$ cat src/rtl/if_id_buffer_pkg.sv
// Shared MIPS pipeline constants and helpers for the fetch/decode boundary.
package if_id_buffer_pkg;

  localparam int          DATA_W_DEF   = 32;
  localparam logic [31:0] NOP_WORD_DEF = 32'h0000_0000;
  localparam int          IFID_DEPTH   = 2;

  typedef logic [1:0] ifid_count_t;

  // One-bit pointers naturally wrap 1 -> 0.
  function automatic logic ptr_inc(input logic ptr);
    return ~ptr;
  endfunction

endpackage

$ cat src/rtl/if_id_buffer.sv
// Two-entry skid buffer between fetch and decode; in_ready comes only from
// registered occupancy so decode stalls never ripple combinationally into fetch.
module if_id_buffer
  import if_id_buffer_pkg::*;
#(
  parameter int                DATA_W   = DATA_W_DEF,
  parameter logic [DATA_W-1:0] NOP_WORD = DATA_W'(NOP_WORD_DEF)
) (
  input  logic              clk,
  input  logic              rst,
  input  logic [DATA_W-1:0] instruction,
  input  logic [DATA_W-1:0] pc_plus4,
  input  logic              in_valid,
  output logic              in_ready,
  input  logic              flush,
  input  logic              out_ready,
  output logic              out_valid,
  output logic [DATA_W-1:0] out_instruction,
  output logic [DATA_W-1:0] out_pc_plus4,
  output logic [1:0]        occupancy
);

  ifid_count_t       count_q, count_d;
  logic              rd_ptr_q, rd_ptr_d;
  logic              wr_ptr_q, wr_ptr_d;
  logic [DATA_W-1:0] instr_mem_q [IFID_DEPTH];
  logic [DATA_W-1:0] pc_mem_q    [IFID_DEPTH];

  logic push, pop;

  assign in_ready  = (count_q < ifid_count_t'(IFID_DEPTH));
  assign out_valid = (count_q != 2'd0);
  assign occupancy = count_q;

  assign push = in_valid  && in_ready  && !flush;
  assign pop  = out_valid && out_ready && !flush;

  always_comb begin
    count_d  = count_q;
    rd_ptr_d = rd_ptr_q;
    wr_ptr_d = wr_ptr_q;
    if (flush) begin
      count_d  = 2'd0;
      rd_ptr_d = 1'b0;
      wr_ptr_d = 1'b0;
    end else begin
      if (push) wr_ptr_d = ptr_inc(wr_ptr_q);
      if (pop)  rd_ptr_d = ptr_inc(rd_ptr_q);
      case ({push, pop})
        2'b10:   count_d = count_q + 2'd1;
        2'b01:   count_d = count_q - 2'd1;
        default: count_d = count_q;
      endcase
    end
  end

  always_ff @(posedge clk or posedge rst) begin
    if (rst) begin
      count_q  <= 2'd0;
      rd_ptr_q <= 1'b0;
      wr_ptr_q <= 1'b0;
    end else begin
      count_q  <= count_d;
      rd_ptr_q <= rd_ptr_d;
      wr_ptr_q <= wr_ptr_d;
    end
  end

  // Storage is never cleared; count and pointers alone decide what is valid.
  always_ff @(posedge clk) begin
    if (push) begin
      instr_mem_q[wr_ptr_q] <= instruction;
      pc_mem_q[wr_ptr_q]    <= pc_plus4;
    end
  end

  assign out_instruction = out_valid ? instr_mem_q[rd_ptr_q] : NOP_WORD;
  assign out_pc_plus4    = out_valid ? pc_mem_q[rd_ptr_q]    : '0;

endmodule
$ cat config.mk
export PLATFORM = sky130hd
export DESIGN_NAME = if_id_buffer
export DESIGN_NICKNAME = d
export VERILOG_FILES = /design/src/rtl/if_id_buffer_pkg.sv /design/src/rtl/if_id_buffer.sv
export SDC_FILE = /design/constraint.sdc
export NUM_CORES = 1
export LEC_CHECK = 0
export ABC_AREA = 1
export CORE_AREA = 2 2 104 206
export CTS_CLUSTER_SIZE = 40
export DETAILED_ROUTE_END_ITERATION = 10
export DIE_AREA = 0 0 106 208
export MAX_ROUTING_LAYER = met4
export PLACE_DENSITY = 0.48
export SYNTH_ARGS = -nofsm -noshare
export SYNTH_HDL_FRONTEND = slang
export SYNTH_SLANG_ARGS = --single-unit
$ cat constraint.sdc
create_clock -name clk -period 4.7 [get_ports clk]
set_input_delay 0.705 -clock clk [delete_from_list [all_inputs] [get_ports clk]]
set_output_delay 0.705 -clock clk [all_outputs]
set_load 0.05 [all_outputs]
==> flow_summary.ini, run 1 <==
[timing]
hold_violations = 0
rsz0062_at_grt = false
max_slew_margin = 0.266
fin_setup_tns_ns = 0
fin_hold_ws_ns = 0.564
setup_ws_ns = 1.03
tightest_slew_ns = 1.10
maxSlewViolCount = 0
min_period_ns = 3.67
fmax_ghz = 0.273
setup_viol = 0
skew_ns = 0.00651
finalCritPeriodShare = 0.780

[yosys]
yosysTopAreaCell = edfxtp_1
synth_fp_nets = 452
ys_warn_count = 0
ys_seq_area_frac = 0.784
avgSynthCellArea_um2 = 13.1
synth_top_area_frac = 0.764
ys_ff_latch = 132
synth_cells = 383
netlist_area_um2 = 5030
ys_types = 16
synthTopCellsByArea = edfxtp_1, nand2_1, a21oi_1

[pwr]
power.density_nw_per_um2 = 695
ir_worst_vdd_v = 0.000500
p_leak_nw = 2.52

[routing]
wl_um = 13100
vias_per_cell = 4.23
top_layer = met4
met1_length_um = 4890
wl_met2_um = 7320
dr_wl_met3_um = 488
ant_nets = 0
wl_per_cell_um = 16.3
firstDrtPassIters = 4
drc_errors = 0
drt_iter0_markers = 170
dr_total_vias = 3394

[setup_path]
reg2reg_slack_ns = 2.34
endpoint_kind = output pin
cp.arrival_ns = 2.96
path_class = reg -> out
rr_endpoint = instr_mem_q[0][21]$_DFFE_PP_
cp.required_ns = 3.99
r2r-start = occupancy[1]$_DFFE_PP0P_
startpoint = rd_ptr_q$_DFFE_PP0P_
start_kind = flop
crit_end = out_pc_plus4[6]
reg2reg_depth = 6
cp_max_fo = 52

[die]
rows = 74
io_pins = 137
fp.dieArea_um2 = 22000
initial_core_util = 0.246
die_x_um = 106
core-area_um2 = 20500
die_height_um = 208

[clocking]
postCtsSetupRepairBufs = 0
cts_resized = 0
cts_sinks = 132
cts-root-buf = clkbuf_16
cts_tree = done
clk_latency_ns = 0.41
max-clock-path-buffers = 2
h-tree-depth = 4
cts_buffers = 17
cts_hold_repair.buffers = 0
clkTransAtPathRegs_ns = 0.06

[placed_design]
postPlaceCellArea_um2 = 6700
hpwl_um = 8490
port_buffers = 136
dpl_worst_slack_ns = 1.43
gp_congestion = 0.769

[global_route]
grt_pass1_vias = 3498
track_usage = 0.125
grt_overflow = 0
grt_max_degree = 66
antenna_found_initial = 1
grt_pass1_wl_um = 19600

[run]
cap_violations = 0

[layout]
multi_input_area_um2 = 957
syn_to_final_growth_pct = 45.2
final_area_um2 = 7300
nets = 592
ff_latch_area_um2 = 3950
final_cell_mix = nand2_1, clkdlybuf4s50_1, edfxtp_1, a21oi_1, clkbuf_16
drive_above_1_share = 0.0933
filler_cell_count = 1977
layout_commonest_cell = nand2_1

[hold_path]
hold_path_class = in -> async

[outcome]
status = complete, no violations
==> kinds of logic after synthesis <==
kind of cell / Yosys count / share of synthesized area
compound gates: 66 / 0.0664
buf+inv: 29 / 0.0298
flops: 132 / 0.784
simple gates: 156 / 0.120
==> flip-flops by register name, indices dropped and copies added, names as in the netlist <==
register and count:
instr_mem_q 64, rd_ptr_q 1, pc_mem_q 64, occupancy 2, wr_ptr_q 1
==> through the flow <==
| stage | power [mW] | utilization | cells |
|---|---|---|---|
| 6_report | 5.08 | 0.357 | 803 |
| 5_1_grt | 5.30 | 0.357 | 803 |
| 4_1_cts | 5.15 | 0.357 | 802 |
| 3_5_place_dp | 3.79 | 0.327 | 770 |
| 3_3_place_gp | 3.77 | 0.327 | 770 |
| 2_1_floorplan | 3.00 | - | 383 |
==> Yosys cell counts <==
master    number
a21oi_1       64
a21oi_2        1
buf_2         12
buf_4          7
clkbuf_1       2
dfrtp_1        4
edfxtp_1     128
inv_1          6
inv_2          2
nand2_1      142
nand2_2        3
nand3_1        1
nor2_1         6
nor2_2         3
nor3_1         1
o21ai_0        1
==> how the worst min path moves through the flow <==
stage	start	to	slack (ns)	cells past startpoint
final	rst	wr_ptr_q$_DFFE_PP0P_	0.56	2
after global routing	rst	occupancy[0]$_DFFE_PP0P_	0.56	2
after global placement	wr_ptr_q$_DFFE_PP0P_	wr_ptr_q$_DFFE_PP0P_	0.56	1
after detailed placement	wr_ptr_q$_DFFE_PP0P_	wr_ptr_q$_DFFE_PP0P_	0.58	1
after floorplan	rst	occupancy[0]$_DFFE_PP0P_	0.47	1
after CTS	rst	occupancy[0]$_DFFE_PP0P_	0.55	2
==> worst max-delay path, cell delays in order (launching register included) <==
cell             delay (ns)
dfrtp_2                0.41
inv_2                  0.73
buf_4                  0.34
nand2_1                0.07
a21oi_1                0.16
clkdlybuf4s50_1        0.83
==> routing by layer <==
metal	global-route usage	vias up
li1	-	1621
met1	0.125	1647
met4	0.0653	0
met2	0.222	108
met5	-	-
met3	0.0288	18
==> report_power, final <==
group	total, mW	internal (mW)	leakage, nW	switching [mW]
clock	1.34	0.839	0.280	0.503
combinational	2.26	0.652	1.02	1.61
sequential	1.47	1.43	1.22	0.0442
total	5.08	2.92	2.52	2.16
==> layout make-up <==
type                            count  area share
Clock buffer                       18      0.0588
Inverter                            8     0.00411
Timing Repair Buffer              142       0.196
Sequential cell                   132       0.540
Tap cell                          266      0.0456
Multi-Input combinational cell    222       0.131
Clock inverter                     14      0.0242
Antenna cell                        1    0.000343
(Power assumes the default switching activity.)
==> run 2: changes to the inputs <==
Settings changed: PLACE_DENSITY 0.48 to 0.5.
Clock period 4.7 ns to 3.07 ns, I/O delays scaled along.
==> flow_summary.ini, run 2 (synthesis results as in run 1) <==
[global_route]
antenna_found_initial = 2
grt_pass1_wl_um = 19600
grt_overflow = 0
grt_pass1_vias = 3502
track_usage = 0.125
grt_max_degree = 67

[placed_design]
hpwl_um = 9040
port_buffers = 136
postPlaceCellArea_um2 = 6980
gp_congestion = 0.761
dpl_worst_slack_ns = 0.802

[routing]
firstDrtPassIters = 4
dr_total_vias = 3373
drc_errors = 0
wl_um = 13100
vias_per_cell = 4.19
wl_per_cell_um = 16.3
drt_iter0_markers = 116
ant_nets = 0

[setup_path]
crit_path_max_incr_delay_ns = 0.58
reg2reg_slack_ns = 1.21
cp.arrival_ns = 2.13
cp.required_ns = 2.61
crit_family = buffers and inverters
cp_max_fo = 65
cp_cell_sequence = buf_4 -> nand2_1 -> a21oi_1 -> buf_12
endpoint_kind = output pin
start_kind = flop
cp_slowest_cell = buf_4
path_class = reg -> out
crit_buf_inv = 2

[layout]
syn_to_final_growth_pct = 50.7
ff_latch_area_um2 = 3950
drive_above_1_share = 0.214
nets = 593
filler_cell_count = 1932
multi_input_area_um2 = 957
final_cell_mix = nand2_1, edfxtp_1, clkdlybuf4s50_1, a21oi_1, buf_12
final_area_um2 = 7580
layout_commonest_cell = nand2_1

[clocking]
h-tree-depth = 4
clkTransAtPathRegs_ns = 0.06
cts_sinks = 132
cts-root-buf = clkbuf_16
max-clock-path-buffers = 2
clk_latency_ns = 0.41
cts_resized = 0
cts_buffers = 17
postCtsSetupRepairBufs = 0
cts_hold_repair.buffers = 0
cts_tree = done

[pwr]
ir_worst_vdd_v = 0.000629
p_leak_nw = 2.76
power.density_nw_per_um2 = 1080
swShare = 0.419
power_mw = 8.20
clkPwrFrac = 0.243
switching_power_mw = 3.44
pwr-share-comb = 0.482
power.internal_mw = 4.77
seqPwrFrac = 0.275

[timing]
setup_viol = 0
fmax_ghz = 0.386
rsz0062_at_grt = false
tightest_slew_ns = 0.738
min_period_ns = 2.59
finalCritPeriodShare = 0.843
maxSlewViolCount = 0
hold_violations = 0
skew_ns = 0.00516
fin_hold_ws_ns = 0.242
max_slew_margin = 0.508
setup_ws_ns = 0.481

[die]
core-area_um2 = 20500
rows = 74
initial_core_util = 0.246
die_height_um = 208
io_pins = 137
fp.dieArea_um2 = 22000
die_x_um = 106

[hold_path]
hold_path_class = in -> async

[run]
cap_violations = 0

[outcome]
status = complete, no violations
==> run 2: changes by cell type in the layout (fill, tap and decap cells not counted), moves of 3 or more <==
cell	previous run	this run
buf_12	2	37
buf_4	4	34
clkdlybuf4s50_1	136	72
clkinvlp_4	5	2
inv_6	3	6
==> run 2: worst paths after layout <==
kind,startpoint,endpoint,depth (start not counted)
max reg2reg,occupancy[1]$_DFFE_PP0P_,pc_mem_q[1][26]$_DFFE_PP_,6
max in group asynchronous,rst,rd_ptr_q$_DFFE_PP0P_,2
min in group clk,wr_ptr_q$_DFFE_PP0P_,wr_ptr_q$_DFFE_PP0P_,1
min reg2reg,wr_ptr_q$_DFFE_PP0P_,wr_ptr_q$_DFFE_PP0P_,1
max,rd_ptr_q$_DFFE_PP0P_,out_pc_plus4[15],4
min,rst,occupancy[1]$_DFFE_PP0P_,2
==> run 2: power groups by stage <==
stage,registers [mW],logic (mW),clock network [mW]
after CTS,2.25,4.02,2.05
final,2.25,3.95,2.00
after global placement,2.28,3.99,0
after global routing,2.27,4.13,2.13
after floorplan,2.32,2.27,0
after detailed placement,2.29,4.01,0
==> run 2: layout make-up <==
class | instances | area share
antenna | 2 | 0.000660
clock buffer | 17 | 0.0561
clock inverter | 15 | 0.0223
inverter | 8 | 0.00396
multi-input combinational | 222 | 0.126
sequential | 132 | 0.520
tap | 266 | 0.0439
timing repair buffer | 143 | 0.226
==> run 2: worst reg2reg max path: stages (launching register included) <==
cell     delay, ns
dfrtp_1       0.45
inv_2         0.13
nand2_1       0.06
nor2_1        0.16
inv_1         0.14
nor2_4        0.10
buf_4         0.42
==> run 2: metal layers <==
metal  track usage  vias up  share of wire
li1              -     1620              -
met1         0.112     1627           0.34
met2         0.236      101           0.59
met3        0.0251       25          0.032
met4        0.0753        0          0.041
met5             -        -              0
==> run 2: through the flow <==
stage               TNS, ns  cells  utilization
finish                    0    805        0.370
global route              0    805        0.370
global placement          0    771        0.341
CTS                       0    803        0.370
floorplan            -27.67    383            -
detailed placement        0    771        0.341
